$ cat config.mk
export PLATFORM = sky130hd
export DESIGN_NAME = fetch_pc_unit
export DESIGN_NICKNAME = d
export VERILOG_FILES = /design/src/rtl/fetch_pc_unit.sv
export SDC_FILE = /design/constraint.sdc
export NUM_CORES = 1
export LEC_CHECK = 0
export CORE_AREA = 2 2 105 107
export CTS_BUF_LIST = sky130_fd_sc_hd__clkbuf_8
export CTS_CLUSTER_SIZE = 8
export DETAILED_ROUTE_END_ITERATION = 10
export DIE_AREA = 0 0 107 109
export GPL_TIMING_DRIVEN = 0
export PLACE_DENSITY = 0.94
export SYNTH_ARGS = -nofsm -noshare
export SYNTH_HDL_FRONTEND = slang
export SYNTH_SLANG_ARGS = --single-unit
$ cat constraint.sdc
create_clock -name clk -period 5.8 [get_ports clk]
set_input_delay 0.58 -clock clk [delete_from_list [all_inputs] [get_ports clk]]
set_output_delay 0.58 -clock clk [all_outputs]
set_load 0.005 [all_outputs]
$ cat src/rtl/fetch_pc_unit.sv
// Fetch PC owner: issues one instruction-memory request at a time, follows ID
// redirects, squashes wrong-path responses and hands words to IF/ID.
module fetch_pc_unit #(
   parameter logic [31:0] RESET_PC = 32'h0000_0000,
   parameter logic [31:0] PC_STEP  = 32'd4
) (
   input  logic        clk,
   input  logic        rst_n,
   input  logic        redir_valid,
   input  logic [31:0] redir_target,
   output logic        imem_req_valid,
   output logic [31:0] imem_req_addr,
   input  logic        imem_req_ready,
   input  logic        imem_rsp_valid,
   input  logic [31:0] imem_rsp_data,
   output logic        if_valid,
   output logic [31:0] if_pc,
   output logic [31:0] if_instr,
   input  logic        if_ready,
   output logic        redir_misaligned
);

   typedef enum logic [1:0] {S_REQ, S_WAIT, S_HOLD} state_t;

   state_t      state, state_nxt;
   logic        stale, stale_nxt;
   logic        armed;
   logic        accept;
   logic        capture;
   logic [31:0] pc;
   logic [31:0] fetch_pc;
   logic [31:0] redir_pc;

   // armed keeps the request low while in reset and goes high on the first
   // edge after release, so the request never depends on rst_n combinationally
   always_comb begin
      accept   = armed && (state == S_REQ) && imem_req_ready;
      capture  = (state == S_WAIT) && imem_rsp_valid && !stale && !redir_valid;
      redir_pc = {redir_target[31:2], 2'b00};
   end

   always_ff @(posedge clk or negedge rst_n) begin
      if (!rst_n) begin
         state <= S_REQ;
         stale <= 1'b0;
         armed <= 1'b0;
      end else begin
         state <= state_nxt;
         stale <= stale_nxt;
         armed <= 1'b1;
      end
   end

   always_comb begin
      state_nxt = state;
      stale_nxt = stale;
      case (state)
         S_REQ: begin
            if (accept) begin
               state_nxt = S_WAIT;
               stale_nxt = redir_valid;
            end
         end
         S_WAIT: begin
            if (imem_rsp_valid) begin
               state_nxt = (stale || redir_valid) ? S_REQ : S_HOLD;
               stale_nxt = 1'b0;
            end else if (redir_valid) begin
               stale_nxt = 1'b1;
            end
         end
         S_HOLD: begin
            if (redir_valid || if_ready) begin
               state_nxt = S_REQ;
            end
         end
         default: begin
            state_nxt = S_REQ;
            stale_nxt = 1'b0;
         end
      endcase
   end

   always_comb begin
      imem_req_valid = armed && (state == S_REQ);
      if_valid       = (state == S_HOLD);
      imem_req_addr  = pc;
   end

   always_ff @(posedge clk or negedge rst_n) begin
      if (!rst_n) begin
         pc               <= RESET_PC;
         fetch_pc         <= '0;
         if_pc            <= '0;
         if_instr         <= '0;
         redir_misaligned <= 1'b0;
      end else begin
         redir_misaligned <= redir_valid && (redir_target[1:0] != 2'b00);
         if (accept) begin
            fetch_pc <= pc;
         end
         if (redir_valid) begin
            pc <= redir_pc;
         end else if (accept) begin
            pc <= pc + PC_STEP;
         end
         if (capture) begin
            if_pc    <= fetch_pc;
            if_instr <= imem_rsp_data;
         end
      end
   end

endmodule

# After elaboration in Yosys (flattened, before gate mapping)
# Index checks and enable logic that the tools add are counted.
[word_totals]
register_bits = 133
mem_bits_rw = 0
latch_bits = 0
elab_cells = 42
mem_count = 0
romBits = 0
input_bits = 70
[classes]
shift = 0
multipliers = 0
eq_ne = 6
order_cmp = 0
div_mod_pow = 0
add_sub_neg = 1
bitwise = 1
n_reduce_logical = 15
muxes = 11
[ops]
columns = ["operator", "count"]
rows = [
  ["$mux 32", 2],
  ["$add 32x3->32 const B", 1],
  ["$mux 2", 4],
  ["$logic_and 1x1->1", 6],
  ["$pmux 2 s3", 1],
  ["$reduce_and 3->1", 2],
  ["$ne 2x2->1 const B", 2],
  ["$reduce_bool 2->1", 2],
  ["$mux 1", 3],
  ["$ne 3x3->1 const B", 1],
  ["$pmux 1 s3", 1],
  ["$eq 2x1->1 const B", 1],
  ["$eq 2x2->1 const B", 1],
  ["$logic_not 1->1", 2],
  ["$logic_not 2->1", 1],
  ["$logic_or 1x1->1", 2],
  ["$ne 2x1->1 const B", 1],
  ["$not 1->1", 1],
]

# Longest topological paths before layout
# Gate-level depths: netlist of the first run.
[logic_depth]
depth_word = 5
mapped_depth = 7
ltp_nobuf = 6

# Least setup slack after synthesis of the first run
# OpenSTA, ideal clock, no wires.
[synth_timing]
path_kind = "input -> register"
start = "in imem_req_ready"
end = "reg pc[25], in the netlist imem_req_addr[25]"
path_stages = 7
slack_ns = 3.684
setup_time_ns = 0.125
t_required_ns = 5.675
n_path_buf = 2
arrival_ns = 1.991
cell_sequence = "nand4bb_1 buf_2 or4_4 buf_6 nor3_1 xor2_1 mux2_2"
[synth_via]
elab_chain_len = 2
[synth_rtl]
columns = ["element", "line", "rtl"]
rows = [
  ["start: declaration", "13", "input logic imem_req_ready,"],
  ["$logic_and 1x1->1", "37", "accept = armed && (state == S_REQ) && imem_req_ready;"],
  ["$reduce_bool 2->1 (no line)", "--", ""],
  ["end signal: assignment", "103", "pc <= redir_pc;"],
  ["end signal: assignment", "105", "pc <= pc + PC_STEP;"],
  ["end: declaration", "30", "logic [31:0] pc;"],
]
# No other way between the ends.
# A chain may end at the register's enable or synchronous reset.

# Final worst setup path of the first run
[layout_timing]
start = "in imem_req_ready"
end = "reg pc[15], in the netlist imem_req_addr[15]"
# The elaborated chain is that of the path after synthesis.

==> impl_metrics.tcl, run 1 <==
set metrics [dict create \
    n_antenna_cell 0 \
    final_util_pct 72.5 \
    io_buffers 163 \
    rsz0062_at_grt "no" \
    area_growth_pct 43.6 \
    max_freq_ghz 0.373 \
    seq_area_frac_synth_pct 59.3 \
    htree_levels 4 \
    track_usage_pct 23.6 \
    gp_congestion 0.875 \
    synth-async-reset-ratio_pct 100 \
    post-route-period-util_pct 46.2 \
    initial_core_util_pct 50.5 \
    crit_path_top_delay_cell "nor4_1" \
    period_minus_slack_ns 2.68 \
    worst_hold_path_type "in -> async" \
    yosys_warnings 0 \
    synth.cell_area_mm2 0.00536 \
    multi_input_area_mm2 0.00203 \
    synth_flop_cell "dfrtp_1" \
    drive_above_1_share_pct 16.8 \
    cp_cell_sequence "clkdlybuf4s50_1 > nand4bb_1 > buf_2 > nor4_1 > nand3_1 > xor2_1 > o21ai_0" \
    ant_nets 0 \
    finalSetupViolCount 0 \
    setup_tns_ns 0 \
    path_buf_inv 2 \
    drt-pass1-iter-count 5 \
    coreArea_mm2 0.0106 \
    gr-total-overflow 0 \
    arrival_ns 3.01 \
    syn_inst 472 \
    ir_drop_mv 0.261 \
    design_area_mm2 0.00769 \
    drc_errors 0 \
    cts.root.buffer_cell "clkbuf_8" \
    seq_area_mm2 0.00318 \
    hold_buffers 0 \
    ff2ff_path_depth 6 \
    synth_cell_types 39 \
    slew_headroom_pct 18.0 \
    r2r-start "state[0]" \
    critPathTopFamily "simple AND/OR/NAND/NOR gates" \
    wl_per_cell_um 16.4 \
    critPathKind "in -> reg" \
    via_per_inst 5.18 \
    cts_buffers 17 \
    p_leak_nw 3.37 \
    wirelength_um 13300 \
    antenna_found_initial 0 \
    final_hold_viol_count 0 \
    hold-worst-slack_ns 0.106 \
    cts_buffer_depth 2 \
    place_area_mm2 0.00720 \
    clk_pin_slew_ns 0.08 \
    outcome "complete, no violations" \
    grt_pass1_wl_um 21100 \
    die_width_um 107 \
    io_pins 169 \
    cts_setup_buffers 0 \
    skew_ns 0.0126 \
    endpoint_kind "register" \
    cap_violations 0 \
    regToRegSetupSlack_ns 3.20 \
    grt_max_degree 73 \
    critical_path_required_ns 6.13 \
    slowest_delay_ns 1.04 \
    fp.dieH_um 109 \
    nFillCells 726 \
    synth_area_per_cell_um2 11.3 \
    maxSlewViolCount 0 \
    rows 38 \
    startpoint_type "input pin" \
    ys_seq_elements 127 \
    die_area_mm2 0.0117 \
    clock_latency_ns 0.43 \
    synth_edf_count 0 \
    power.density_mw_per_mm2 409 \
    num_vias 4199 \
    clock_sinks 127 \
    grt_pass1_vias 4440 \
    cts_tree "yes" \
    post_cts_resized 0 \
    total_power_mw 3.14 \
    r2r_end "imem_req_addr[15]" \
    tightest_slew_ns 1.22 \
    drt-initial-drc-count 204 \
    cp_max_fo 10 \
    dp_hpwl_um 9550 \
    nets 729 \
]
stage by stage:
step | worst slack (ns) | instances
2_1_floorplan | 3.68 | 475
3_3_place_gp | -0.482 | 778
3_5_place_dp | 2.78 | 779
4_1_cts | 3.18 | 811
5_1_grt | 3.07 | 811
6_report | 3.12 | 811
cells by family (layout without fill, tap and decap cells):
family / after synthesis / in the layout / share of synthesized area (%)
multiplexers: 64 / 64 / 13.4
flip-flops: 127 / 127 / 59.3
other: 2 / 5 / 0.140
AO/OA/AOI/OAI: 36 / 36 / 3.60
buffers and inverters: 33 / 229 / 2.90
AND/OR/NAND/NOR: 180 / 180 / 15.6
XOR/XNOR: 29 / 29 / 4.74
adder cells (fa/ha/maj): 1 / 1 / 0.234
cell usage after synthesis (2+ instances only):
cell      count  area share (%)
nor4_4        2            0.79
nor2_1        9            0.63
nand4_1       7            0.82
inv_1         3            0.21
o21ai_1       2            0.19
buf_1         5            0.35
conb_1        2            0.14
buf_4         4            0.56
nor3_1        8            0.75
clkbuf_1     13            0.91
nand2_1     126             8.8
and4_1        4            0.65
o21ai_0      30             2.8
xnor2_1      19             3.1
nand3_1      10            0.93
mux2_2       63              13
xor2_1       10             1.6
buf_2         7            0.65
nor4_1        2            0.23
dfrtp_1     127              59
area by class of cell:
| cell class | count | area share, % |
|---|---|---|
| inverters | 3 | 0.146 |
| clock inverters | 12 | 2.78 |
| repair buffers | 164 | 21.6 |
| multi-input cells | 315 | 26.4 |
| clock buffers | 20 | 3.58 |
| flip-flops and latches | 127 | 41.3 |
| plain buffers | 30 | 1.87 |
| well taps | 140 | 2.28 |
state kept, by name, indices dropped and copies added (netlist names):
signal            flops
if_instr             32
stale                 1
imem_req_addr        30
redir_misaligned      1
state                 2
fetch_pc             30
if_pc                30
armed                 1
worst max-delay path by stage:
stage	startpoint	to	slack, ns	depth (start not counted)
floorplan	imem_req_ready	imem_req_addr[25]	3.68	7
global placement	rst_n	if_instr[8]	-0.48	1
detailed placement	imem_req_ready	imem_req_addr[23]	2.78	7
CTS	imem_req_ready	imem_req_addr[15]	3.18	7
global route	imem_req_ready	imem_req_addr[13]	3.07	7
finish	imem_req_ready	imem_req_addr[15]	3.12	7
report_power, final:
part | internal [mW] | leakage [nW] | switching (mW) | total [mW]
logic | 0.609 | 1.55 | 0.278 | 0.887
clock network | 0.586 | 0.251 | 0.335 | 0.921
registers | 1.16 | 1.58 | 0.173 | 1.34
total | 2.36 | 3.37 | 0.786 | 3.14
routing by layer:
metal | wire, µm | track usage, %
met1 | 5220 | 28.0
met2 | 6920 | 40.8
met3 | 936 | 5.80
met4 | 211 | 10.9
met5 | 0 | 0
placed cells by master, fill, tap and decap left out, types with 2 or more instances in the layout:
cell type        Yosys  routed
dfrtp_1            127     127
clkinv_2             0       2
buf_1                5       5
bufinv_16            0       6
o21ai_0             30      30
clkdlybuf4s50_1      0     162
xor2_1              10      10
nand3_1             10      10
nor3_1               8       8
nor4_4               2       2
buf_6                1       2
and4_1               4       4
mux2_2              63      63
nand4_1              7       7
nor2_1               9       9
nand2_1            126     126
o21ai_1              2       2
conb_1               2       5
xnor2_1             19      19
buf_2                7       7
clkbuf_1            13      13
inv_1                3       5
buf_4                4       4
nor4_1               2       2
clkbuf_8             0      20
No activity file was read; power rests on OpenSTA's default activity.
==> run 2: changes to the inputs <==
CORE_AREA = 2 2 115 117   (was 2 2 105 107)
DIE_AREA = 0 0 117 119   (was 0 0 107 109)
PLACE_DENSITY = 0.84   (was 0.94)
clock period = 2.16 ns   (was 5.8 ns; I/O delays follow)
==> run 2 against run 1 <==
Against the previous run:
- clock power up 120%
- design area increased by 0.76%
- routed wire length is 1.1% higher
- sequential cell count is the same
- non-clock buffer count up 8
- sequential power grew to 2.7 times the previous value
- die area is 19% higher
- hold slack improved by 0.21 ns
- global-route usage fell by 3.7 points
- combinational power grew to 2.7 times the previous value
- utilization fell by 12 points
- via count is 1.0% lower
- critical path type is now reg -> reg
- largest power group unchanged
==> impl_metrics.tcl, run 2 (same netlist as run 1, synthesis figures left out) <==
set metrics [dict create \
    outcome "complete, no violations" \
    clock_sinks 127 \
    tightest_slew_ns 0.555 \
    max_freq_ghz 0.479 \
    wl_per_cell_um 15.8 \
    area_growth_pct 44.7 \
    grt_pass1_wl_um 21300 \
    clock_latency_ns 0.42 \
    highest_layer "met4" \
    gp_congestion 0.809 \
    drc_errors 0 \
    total_power_mw 8.03 \
    cts.root.buffer_cell "clkbuf_8" \
    final_util_pct 60.2 \
    wl_met2_um 6730 \
    p_clk_share_pct 25.5 \
    cts_buffers 17 \
    nets 737 \
    ant_nets 0 \
    cp_cell_sequence "nand4bb_1 > buf_6 > or4_4 > buf_6 > nor3_2 > xor2_1 > mux2_2" \
    period_minus_slack_ns 2.09 \
    crit_path_top_delay_cell "or4_4" \
    final_hold_viol_count 0 \
    cts_tree "yes" \
    maxSlewViolCount 0 \
    drt-initial-drc-count 194 \
    fp.dieH_um 119 \
    dr_wl_met3_um 612 \
    r2r-start "state[0]" \
    antenna_found_initial 0 \
    startpoint_type "register" \
    initial_core_util_pct 41.6 \
    endpoint_kind "register" \
    mostFrequentLayoutCell "clkdlybuf4s50_1" \
    io_buffers 163 \
    ir_drop_mv 0.458 \
    n_antenna_cell 0 \
    num_vias 4157 \
    drt-met1-wl_um 5890 \
    dp_hpwl_um 9850 \
    via_per_inst 4.88 \
    critPathKind "reg -> reg" \
    cap_violations 0 \
    drt-pass1-iter-count 4 \
    post-route-period-util_pct 96.7 \
    final_cell_mix "162 x clkdlybuf4s50_1, 126 x nand2_1, 123 x dfrtp_1, 63 x mux2_2, 30 x o21ai_0" \
    clk_pin_slew_ns 0.07 \
    power.density_mw_per_mm2 1040 \
    cp-startpoint "state[0]" \
    r2r_end "imem_req_addr[25]" \
    die_width_um 117 \
    regToRegSetupSlack_ns 0.07 \
    htree_levels 4 \
    p_leak_nw 3.38 \
    finalSetupViolCount 0 \
    arrival_ns 2.40 \
    skew_ns 0.0104 \
    cpMostUsedCell "buf_6" \
    slowest_delay_ns 0.53 \
    cp_max_fo 6 \
    cts_buffer_depth 2 \
    grt_pass1_vias 4254 \
    p_seq_share_pct 44.5 \
    coreArea_mm2 0.0129 \
    die_area_mm2 0.0139 \
    regMostFlops "if_instr" \
    grt_max_degree 76 \
    ff2ff_path_depth 7 \
    p_sw_share_pct 25.7 \
    wirelength_um 13400 \
    drive_above_1_share_pct 19.0 \
    p_comb_share_pct 30.0 \
    intPower_mw 5.97 \
    critical_path_required_ns 2.47 \
    slew_headroom_pct 63.0 \
    gr-total-overflow 0 \
    io_pins 169 \
    largest_reg_flops 32 \
    rsz0062_at_grt "yes" \
    rows 42 \
    switchingPower_mw 2.07 \
    hold-worst-slack_ns 0.312 \
    worst_hold_path_type "in -> async" \
    track_usage_pct 19.9 \
]
[run 2: cell types whose count changed in the layout (fill, tap and decap cells not counted), sizes merged]
cell and delta:
clkinvlp +1, inv -2, clkbuf +3, dlygate4sd3 +1, bufinv -4, buf +7
clkinv -2
[run 2: power groups by stage]
stage | registers, mW | logic [mW] | clock network, mW
6_report | 3.57 | 2.41 | 2.05
3_3_place_gp | 3.57 | 2.33 | 0
2_1_floorplan | 3.59 | 0.784 | 0
5_1_grt | 3.67 | 2.61 | 2.20
4_1_cts | 3.58 | 2.43 | 2.09
3_5_place_dp | 3.62 | 2.41 | 0
[run 2: final cells by class]
class	count	area (µm²)
buffer	30	156
clock buffer	23	317
clock inverter	5	80.1
fill	1043	5120
inverter	3	11.3
multi-input combinational	315	2060
sequential	127	3180
tap	176	220
timing repair buffer	172	1720
[run 2: stage by stage]
step	instance area, µm²	setup slack, ns	instances	setup TNS (ns)
after floorplan	5370	0.133	475	0
after global placement	7220	-3.79	814	-484.31
after detailed placement	7250	-0.484	815	-6.92
after CTS	7680	0.0137	846	0
after global routing	7750	-0.0257	851	-0.0390
final	7750	0.0709	851	0
[run 2: worst max-delay path by stage]
| stage | depth (start not counted) | slack [ns] | endpoint |
|---|---|---|---|
| 5_1_grt | 7 | -0.03 | imem_req_addr[28] |
| 2_1_floorplan | 7 | 0.13 | imem_req_addr[25] |
| 4_1_cts | 7 | 0.01 | imem_req_addr[28] |
| 6_report | 7 | 0.07 | imem_req_addr[25] |
| 3_5_place_dp | 7 | -0.48 | imem_req_addr[13] |
| 3_3_place_gp | 1 | -3.79 | if_instr[11] |
[run 2: layer usage]
metal | track usage, % | vias to the layer above
met3 | 4.12 | 17
li1 | - | 1963
met5 | 0 | -
met4 | 7.87 | 0
met2 | 31.7 | 118
met1 | 26.6 | 2059
[run 2: worst max-delay path: cells and delay by family (launching register included)]
family                    cells  cell delay (ns)
buffers and inverters         2             0.31
xor gates and xnor gates      1             0.09
and+or+nand+nor               3             0.90
muxes                         1             0.26
DFF                           1             0.42
[run 2: timing repair]
action                                  4_1_cts  5_1_grt
endpoints found under the hold margin        52        0
cloned                                        0        0
endpoints found under the setup margin        8       36
pin swaps                                     1        0
buffers inserted                              2        5
resized for setup                             4       14
hold buffers                                  1        0
